$ cat src/rtl/uart_tx_arbiter.sv
// Round-robin scheduler that shares one UART transmitter among several byte
// sources, granting bursts of up to MAX_BURST bytes per owner.
module uart_tx_arbiter #(
  parameter  int NUM_REQ   = 4,
  parameter  int DATA_BITS = 8,
  parameter  int MAX_BURST = 4,
  localparam int OWNER_W   = $clog2(NUM_REQ)
) (
  input  logic                         Clock,
  input  logic                         ResetN,
  input  logic [NUM_REQ-1:0]           Req,
  input  logic [NUM_REQ*DATA_BITS-1:0] ReqData,
  output logic [NUM_REQ-1:0]           Ack,
  output logic                         TxStart,
  output logic [DATA_BITS-1:0]         TxData,
  input  logic                         TxDone,
  output logic [OWNER_W-1:0]           Owner,
  output logic                         Busy
);

  localparam int CNT_W = $clog2(MAX_BURST) + 1;
  localparam logic [CNT_W-1:0] LastCnt =
    CNT_W'(MAX_BURST - 1);
  localparam logic [OWNER_W-1:0] LastOwner =
    OWNER_W'(NUM_REQ - 1);

  typedef enum logic [1:0] {
    IDLE,
    LOAD,
    WAIT
  } state_t;

  state_t               state;
  state_t               stateNxt;
  logic [OWNER_W-1:0]   pointer;
  logic [OWNER_W-1:0]   pointerNxt;
  logic [OWNER_W-1:0]   ownerNxt;
  logic [CNT_W-1:0]     burstCnt;
  logic [CNT_W-1:0]     burstNxt;
  logic [DATA_BITS-1:0] dataNxt;

  logic [DATA_BITS-1:0] reqByte [NUM_REQ];
  logic                 found;
  logic [OWNER_W-1:0]   winner;
  logic [OWNER_W-1:0]   cand;
  int                   idx;

  // Unpack the flat requester data bus into one byte per source.
  for (genvar g = 0; g < NUM_REQ; g++) begin : gUnpack
    assign reqByte[g] = ReqData[g*DATA_BITS +: DATA_BITS];
  end

  // Round-robin search: first requester at or after the pointer, wrapping.
  always_comb begin
    found  = 1'b0;
    winner = '0;
    cand   = '0;
    idx    = 0;
    for (int off = 0; off < NUM_REQ; off++) begin
      idx = int'(pointer) + off;
      if (idx >= NUM_REQ) begin
        idx = idx - NUM_REQ;
      end
      cand = OWNER_W'(idx);
      if (!found && Req[cand]) begin
        found  = 1'b1;
        winner = cand;
      end
    end
  end

  // Next-state and datapath updates for the IDLE/LOAD/WAIT sequence.
  always_comb begin
    stateNxt   = state;
    pointerNxt = pointer;
    ownerNxt   = Owner;
    burstNxt   = burstCnt;
    dataNxt    = TxData;
    unique case (state)
      IDLE: begin
        if (found) begin
          ownerNxt = winner;
          dataNxt  = reqByte[winner];
          burstNxt = '0;
          stateNxt = LOAD;
        end
      end
      LOAD: begin
        stateNxt = WAIT;
      end
      WAIT: begin
        if (TxDone) begin
          if (Req[Owner] && (burstCnt < LastCnt)) begin
            burstNxt = burstCnt + 1'b1;
            dataNxt  = reqByte[Owner];
            stateNxt = LOAD;
          end else begin
            pointerNxt = (Owner == LastOwner) ? '0
                                              : Owner + 1'b1;
            stateNxt   = IDLE;
          end
        end
      end
      default: begin
        stateNxt = IDLE;
      end
    endcase
  end

  // State and datapath registers with synchronous active-low reset.
  always_ff @(posedge Clock) begin
    if (!ResetN) begin
      state    <= IDLE;
      pointer  <= '0;
      Owner    <= '0;
      burstCnt <= '0;
      TxData   <= '0;
    end else begin
      state    <= stateNxt;
      pointer  <= pointerNxt;
      Owner    <= ownerNxt;
      burstCnt <= burstNxt;
      TxData   <= dataNxt;
    end
  end

  // The single LOAD cycle both starts the transmitter and acks the owner.
  always_comb begin
    Ack = '0;
    if (state == LOAD) begin
      Ack[Owner] = 1'b1;
    end
  end

  assign TxStart = (state == LOAD);
  assign Busy    = (state != IDLE);

endmodule
$ cat config.mk
export PLATFORM = sky130hd
export DESIGN_NAME = uart_tx_arbiter
export DESIGN_NICKNAME = d
export VERILOG_FILES = /design/src/rtl/uart_tx_arbiter.sv
export SDC_FILE = /design/constraint.sdc
export NUM_CORES = 1
export LEC_CHECK = 0
export CORE_ASPECT_RATIO = 1.5
export CORE_MARGIN = 2
export CORE_UTILIZATION = 43
export CTS_CLUSTER_DIAMETER = 30
export DETAILED_ROUTE_END_ITERATION = 8
export GPL_TIMING_DRIVEN = 0
export PLACE_DENSITY = 0.76
export SLEW_MARGIN = 30
export SYNTH_ARGS = -nofsm -noshare
export SYNTH_HDL_FRONTEND = slang
export SYNTH_SLANG_ARGS = --single-unit
$ cat constraint.sdc
create_clock -name Clock -period 1.85 [get_ports Clock]
set_input_delay 0.4625 -clock Clock [delete_from_list [all_inputs] [get_ports Clock]]
set_output_delay 0.4625 -clock Clock [all_outputs]
set_load 0.1 [all_outputs]
Yosys cells after proc, flatten, opt, wreduce, memory -nomap -nowiden --
Cells that the tools add are included.
Word-level totals: bits in registers 17, bits in latches 0, bits in writable memories 0, memory bits (read-only) 0, input bits 39, word-level logic and storage cells 95, memories kept 0
Cells by class: add/sub/neg operators 9, multipliers 0, div/mod/pow operators 0, order comparisons 13, eq/ne operators 6, shift-type cells 0, mux-type cells 44, bitwise operators 3, reductions and logical operators 15
Operator list (number):
- $mux W8 | 7
- $bmux W8 S2 | 2
- $mux W2 | 11
- $pmux W8 S2 | 1
- $ge A3 B3 Y1 const B | 5
- $lt A2 B3 Y1 const B | 5
- $mux W1 | 11
- $bmux W1 S2 | 5
- $mux W3 | 3
- $sub A2 B1 Y2 const B | 4
- $add A2 B2 Y3 const B | 2
- $ne A2 B2 Y1 const B | 3
- $not A2 Y3 | 2
- $pmux W2 S3 | 1
- $pmux W3 S2 | 1
- $logic_and A1 B1 Y1 | 5
- $eq A2 B2 Y1 const B | 2
- $mux W4 | 1
- $reduce_and A2 Y1 | 2
- $reduce_and A4 Y1 | 1
- $reduce_bool A2 Y1 | 2
- $add A2 B1 Y3 const B | 1
- $add A3 B1 Y3 const B | 1
- $ge A2 B3 Y1 const B | 1
- 9 further kinds | 11

Longest topological paths before layout --
Gate-level depths: netlist of the first run.
depth after elaboration 20, mapped depth 6, depth with buffers taken out 5

Least setup slack after synthesis of the first run --
OpenSTA, ideal clock, no wires.
path type register to output, start point register state[0], end point output Ack[0], data arrival time 2.721 ns, data required time 1.387 ns, setup slack -1.333 ns, cell stages (with the launch flop) 3, buffers on the path 0, path through dfxtp_1 > nor2b_1 > and2_1
Between the ends: cells in the longest elaborated chain, start to end 2
RTL lines:
- start: declaration | RTL line 33 | state_t state;
- start signal: assignment | RTL line 119 | state <= stateNxt;
- $eq A2 B1 Y1
- named net TxStart | RTL line 14 | output logic TxStart,
- $mux W4 | RTL line 130 | if (state == LOAD) begin
- end: declaration | RTL line 13 | output logic [NUM_REQ-1:0] Ack,
The timed path passes the listed nets, and every way through them passes these cells.

Worst setup path in the final report of the first run --
start point input Req[0], end point register TxData[1]
Between the ends: cells in the longest elaborated chain, start to end 18, elaborated cells on any way between the ends 34
RTL lines:
- start: declaration | RTL line 11 | input logic [NUM_REQ-1:0] Req,
- $bmux W1 S2 | RTL line 65 | if (!found && Req[cand]) begin
- $mux W1 (implied by the code) | RTL line 65
- $mux W1 | RTL line 65
- $logic_not A1 Y1 | RTL line 65
- $logic_and A1 B1 Y1 | RTL line 65
- $mux W1 | RTL line 65
- $logic_not A1 Y1 | RTL line 65
- $logic_and A1 B1 Y1 | RTL line 65
- $mux W1 | RTL line 65
- $logic_not A1 Y1 | RTL line 65
- $logic_and A1 B1 Y1 | RTL line 65
- $mux W2 | RTL line 65
- $not A2 Y3 (implied by the code) | RTL line 83 | dataNxt = reqByte[winner];
- $bmux W8 S2 | RTL line 83
- $mux W8 (implied by the code) (2 in series) | RTL line 83
- $mux W8 | RTL line 81 | if (found) begin
- $pmux W8 S2 | RTL line 79 | unique case (state)
- end signal: assignment | RTL line 123 | TxData <= dataNxt;
- end: declaration | RTL line 15 | output logic [DATA_BITS-1:0] TxData,
Parallel ways exist; a longest one is shown, timed or not. The select of a mux whose other input is x is not followed. A chain may end at the register's enable or synchronous reset.

==> results of run 1 <==
cells in the mapped netlist, types with 2 or more instances:
master / instances / share of area
a32o_1: 8 / 0.058
inv_1: 3 / 0.0081
mux2i_1: 2 / 0.014
nor2_1: 14 / 0.038
mux4_2: 9 / 0.15
and2_1: 4 / 0.018
a31oi_1: 8 / 0.036
nand4_1: 2 / 0.0090
o21ai_0: 14 / 0.051
o21ai_1: 3 / 0.011
nor2b_1: 7 / 0.032
buf_2: 6 / 0.022
dfxtp_1: 17 / 0.25
a21oi_1: 5 / 0.018
a21boi_0: 2 / 0.011
nand2_1: 6 / 0.016
ha_1: 5 / 0.045
nand3_1: 25 / 0.090
o21a_1: 2 / 0.011
o21bai_2: 2 / 0.016
per-layer routing:
layer  vias to the layer above  track usage  wire (um)
li1                        749            -          -
met1                       792        0.308       1800
met2                       138        0.488       2600
met3                        29       0.0346        446
met4                         0        0.177        255
met5                         -            0          0
path summary, 6_finish.rpt:
path              cells after the start                   start                      to  slack, ps
hold / removal                        1  TxData[6]$_SDFFE_PN0P_  TxData[6]$_SDFFE_PN0P_        470
setup / recovery                      6                  Req[0]  TxData[1]$_SDFFE_PN0P_          5
hold reg to reg                       1  TxData[6]$_SDFFE_PN0P_  TxData[6]$_SDFFE_PN0P_        470
setup reg to reg                      6   Owner[1]$_SDFFE_PN0P_  TxData[1]$_SDFFE_PN0P_         30
cells by family after synthesis:
group,Yosys count
DFF,17
and+or+nand+nor,67
buffers and inverters,12
muxes,11
adders and majority gates,5
AOI/OAI and AO/OA,50
state kept, by name (all words and copies together), names as in the netlist:
register	cells
Owner	2
TxData	8
burstCnt	3
pointer	2
state	2
critical path: cells and delay by family:
family                 cells  cell delay [ps]
and+or+nand+nor            1              220
buffers and inverters      2              400
AOI/OAI and AO/OA          2              400
muxes                      1              510
placed cells by master (no fill, tap or decap), drive strengths merged:
cell type,instances
nand3,25
o21ba,1
and4,2
clkdlybuf4s15,10
nand4,2
a32o,8
clkbuf,6
a211oi,1
a21o,1
buf,21
dfxtp,17
and2,4
or2,1
dlygate4sd2,2
a21boi,2
o21a,2
and2b,1
nand2b,1
clkdlybuf4s50,34
nor2b,8
o21ai,18
a211o,1
mux4,9
nor2,15
ha,5
a31oi,9
mux2i,2
inv,4
and3,1
nand2,6
a21oi,5
nor3,1
o21bai,2
metrics by stage:
stage,instances,setup WS (ps),setup TNS [ps],hold WS [ps]
2_1_floorplan,162,-103,-414,438
3_3_place_gp,256,-644,-9310,449
3_5_place_dp,256,-676,-10240,457
4_1_cts,262,0.326,0,476
5_1_grt,267,-28.9,-147,494
6_report,267,5.34,0,471
power groups by stage:
stage / sequential [uW] / clock [uW] / combinational [uW]
5_1_grt: 438 / 307 / 888
2_1_floorplan: 664 / 0 / 327
3_3_place_gp: 439 / 0 / 782
4_1_cts: 433 / 291 / 818
6_report: 433 / 286 / 856
3_5_place_dp: 441 / 0 / 794
area by class of cell:
cell class	instances	area, um^2	area share
flip-flops and latches	17	348	0.156
repair buffers	63	628	0.282
plain buffers	6	62.6	0.0281
well taps	40	50.0	0.0225
multi-input cells	133	1080	0.483
clock buffers	4	45.0	0.0202
inverters	4	17.5	0.00786
timing repair:
item                       CTS  global route
pin swaps                    0             1
resized for setup           91            15
setup endpoints to repair   27            12
hold endpoints to repair     0             0
setup buffers                3             6
==> results.json, run 1 <==
{
  "status": "finished, final reports clean",
  "synthSimpleGateAreaFrac": 0.252,
  "max_freq_mhz": 542,
  "dpl.hpwl_um": 3500,
  "crit_fanout": 9,
  "viasPerCell": 6.40,
  "slowest_delay_ps": 510,
  "grt_pass1_wl_um": 7760,
  "async_reset_ff_frac": 0,
  "slew-limit-headroom": 0.631,
  "slew_viol_final": 0,
  "gp_congestion": 0.955,
  "synth-xor-area-share": 0,
  "synth_top_family_by_area": "compound AO/OA/AOI/OAI gates",
  "seq_area_frac_synth": 0.246,
  "totalWireLength_um": 5110,
  "grt_pass1_vias": 1722,
  "grt_antenna_before_repair": 0,
  "port_buffers": 54,
  "start_util": 0.442,
  "synth-main-ff-cell": "dfxtp_1",
  "drt_iter0_drc": 109,
  "root_buffer": "clkbuf_8",
  "drive_gt1_frac": 0.304,
  "final_antenna_net_count": 0,
  "synth_edf_count": 0,
  "switchingPower_uw": 717,
  "p_leak_uw": 0.000813,
  "cp.arrival_ps": 2000,
  "final.fill_count": 246,
  "setup_viol": 0,
  "p_clk_frac": 0.182,
  "critPathKind": "in2reg",
  "cts_buffer_depth": 2,
  "via_count": 1708,
  "hold_path_class": "reg2reg",
  "cp_slowest_cell": "mux4_2",
  "cap_violations": 0,
  "hold_viol_final": 0,
  "final_area_um2": 2230,
  "clk_pin_slew_ps": 70,
  "synth_fa_ha_area_frac": 0.0452,
  "coreArea_um2": 3130,
  "power.total_uw": 1580,
  "internal-power_uw": 858,
  "utilization": 0.712,
  "cp-end-kind": "flip-flop",
  "syn_area_um2": 1380,
  "ctsHoldBuffers": 0,
  "seqPwrFrac": 0.275,
  "ys_ff_latch": 17,
  "place_area_um2": 2000,
  "worstSkewPairLatency_ps": 260,
  "synthDistinctLibCells": 38,
  "crit_path_start_kind": "input pin",
  "cp_cell_sequence": "dlygate4sd2_1 > mux4_2 > and4_4 > o21ai_4 > inv_4 > a32o_1",
  "die_h_um": 73.4,
  "die_area_um2": 3690,
  "period_share": 0.997,
  "finalClockSkew_ps": 4.12,
  "irDropWorstVdd_v": 0.000522,
  "comb_power_share": 0.543,
  "firstDrtPassIters": 4,
  "cts_made_buffers": 3,
  "grt_max_degree": 18,
  "wl_per_cell_um": 19.1,
  "power_per_cell_area_nw_per_um2": 707,
  "grt_overflow": 0,
  "tightest_slew_ps": 556,
  "track_usage": 0.276,
  "syn_area_per_cell_um2": 8.53,
  "area_growth_pct": 61.2,
  "synth.area.mux_share": 0.161,
  "swShare": 0.455,
  "synthCells": 162,
  "cts_tree": "built",
  "clock_sinks": 17,
  "ys.warnings.count": 0,
  "layout_min_cycle_time_ps": 1840,
  "die_w_um": 50.3,
  "required_ps": 2010,
  "rsz0062_at_grt": "true",
  "synth_compound_area_frac": 0.255,
  "cts_max_level": 1,
  "ioPinCount": 55,
  "drc": 0,
  "num_rows": 25,
  "synthesis.nets": 206,
  "nets": 272,
  "diodes": 0
}
Note: power is estimated with default switching activity, not from simulation.
==> inputs of run 2 (changes only) <==
clock period = 2 ns   (was 1.85 ns; I/O delays follow)
==> run 2 against run 1 <==
Effect of this change:
- utilization shrank 3.4 points
- via count fell by 2.5%
- largest cell class unchanged
- sequential cell count is the same
- non-clock buffer count is 6 lower
- first-iteration DRC count fell by 27%
- register-to-register slack improved by 60 ps
- clock skew up 3.9 ps
- combinational power fell by 11%
- largest power group unchanged
- hold slack worse by 4.0 ps
==> results.json, run 2 (synthesis results as in run 1) <==
{
  "die_h_um": 73.4,
  "crit_path_start_kind": "input pin",
  "timing.final.ws_setup_ps": 18.5,
  "drt_iter0_drc": 80,
  "cts_buffer_depth": 2,
  "cp.arrival_ps": 2140,
  "area_growth_pct": 53.5,
  "worstSkewPairLatency_ps": 260,
  "die_w_um": 50.3,
  "status": "finished, final reports clean",
  "via_count": 1666,
  "ioPinCount": 55,
  "p_clk_frac": 0.188,
  "diodes": 0,
  "most-common-layout-cells": "clkdlybuf4s50_1 (34), nand3_1 (25), dfxtp_1 (15)",
  "track_usage": 0.273,
  "drc": 0,
  "dpl.hpwl_um": 3580,
  "top_regs": "TxData (8), burstCnt (3)",
  "cp-end-kind": "flip-flop",
  "largest_reg_flops": 8,
  "comb_power_share": 0.530,
  "swShare": 0.464,
  "grt_overflow": 0,
  "wl_per_cell_um": 18.4,
  "grt_pass1_wl_um": 7650,
  "p_leak_uw": 0.000782,
  "cap_violations": 0,
  "viasPerCell": 6.36,
  "hold_viol_final": 0,
  "max_freq_mhz": 505,
  "setup_viol": 0,
  "utilization": 0.678,
  "critPathKind": "in2reg",
  "firstDrtPassIters": 5,
  "period_share": 0.991,
  "slew_viol_final": 0,
  "grt_max_degree": 17,
  "grt_antenna_before_repair": 0,
  "ctsHoldBuffers": 0,
  "top_register": "TxData",
  "clk_pin_slew_ps": 80,
  "layout_min_cycle_time_ps": 1980,
  "cts_tree": "built",
  "cts_max_level": 1,
  "totalWireLength_um": 4830,
  "pre_cts_slack_ps": -638,
  "port_buffers": 54,
  "irDropWorstVdd_v": 0.000504,
  "crit_fanout": 5,
  "clock_sinks": 17,
  "start_util": 0.442,
  "final_common_cell": "clkdlybuf4s50_1",
  "cts_made_buffers": 3,
  "root_buffer": "clkbuf_8",
  "drive_gt1_frac": 0.243,
  "rsz0062_at_grt": "false",
  "switchingPower_uw": 663,
  "hold_path_class": "reg2reg",
  "power_per_cell_area_nw_per_um2": 673,
  "required_ps": 2160,
  "setup_tns_ps": 0,
  "seqPwrFrac": 0.282,
  "timing.hold.ws_ps": 467,
  "grt_pass1_vias": 1749,
  "tightest_slew_ps": 978,
  "internal-power_uw": 766,
  "finalClockSkew_ps": 7.99,
  "num_rows": 25,
  "coreArea_um2": 3130,
  "gp_congestion": 0.881,
  "die_area_um2": 3690,
  "slew-limit-headroom": 0.351,
  "nets": 267,
  "final_antenna_net_count": 0
}
## run 2: cell types whose count changed in the layout (fill, tap and decap cells not counted), sizes merged
cell	delta
clkbuf	+1
dlygate4sd2	+6
clkinv	+1
buf	-9
clkdlybuf4s15	-5
clkinvlp	+1
## run 2: power by group through the flow
stage / registers (uW) / logic [uW] / clock network, uW
final: 403 / 758 / 269
after floorplan: 614 / 301 / 0
after detailed placement: 409 / 734 / 0
after global placement: 408 / 725 / 0
after global routing: 407 / 791 / 281
after CTS: 402 / 743 / 264
## run 2: worst paths after layout
path / from / end / slack, ps / depth (start not counted)
max: Req[1] / TxData[2]$_SDFFE_PN0P_ / 20 / 6
min: TxData[5]$_SDFFE_PN0P_ / TxData[5]$_SDFFE_PN0P_ / 470 / 1
max reg2reg: pointer[0]$_SDFFE_PN0P_ / TxData[1]$_SDFFE_PN0P_ / 90 / 6
min reg2reg: TxData[5]$_SDFFE_PN0P_ / TxData[5]$_SDFFE_PN0P_ / 470 / 1
## run 2: routing by layer
metal,GRT usage,vias to the layer above,part of all wire
li1,-,740,-
met1,0.279,773,0.36
met2,0.509,131,0.52
met3,0.0427,22,0.085
met4,0.165,0,0.038
met5,0,-,0
## run 2: through the flow
stage | cells | power, uW | instance area (um^2)
floorplan | 162 | 915 | 1400
global placement | 256 | 1130 | 1990
detailed placement | 256 | 1140 | 1990
CTS | 262 | 1410 | 2110
global route | 262 | 1480 | 2120
finish | 262 | 1430 | 2120
## run 2: worst max-delay path, stage by stage
cell and delay [ps]:
dlygate4sd2_1 330, mux4_2 520, and4_4 220, o21ai_4 190, clkinvlp_4 160, a32o_1 230
## run 2: cell type report
cell class,count,area (um^2)
Tap cell,40,50.0
Inverter,4,15.0
Fill cell,265,1010
Buffer,7,55.1
Clock buffer,3,41.3
Timing Repair Buffer,56,528
Multi-Input combinational cell,133,1070
Sequential cell,17,348
Clock inverter,1,5.00
Timing Repair inverter,1,7.51
## run 2: repair_timing
item,4_1_cts,5_1_grt
buffers inserted,2,0
gates resized for setup,61,17
cloned,1,0
pin swaps,3,1
endpoints found under the setup margin,27,16
==> inputs of run 3 (changes only) <==
CTS_CLUSTER_SIZE = 25   (was default)
==> results of run 3 <==
Same layout as run 2: the final DEF is identical, and so are final timing and power.
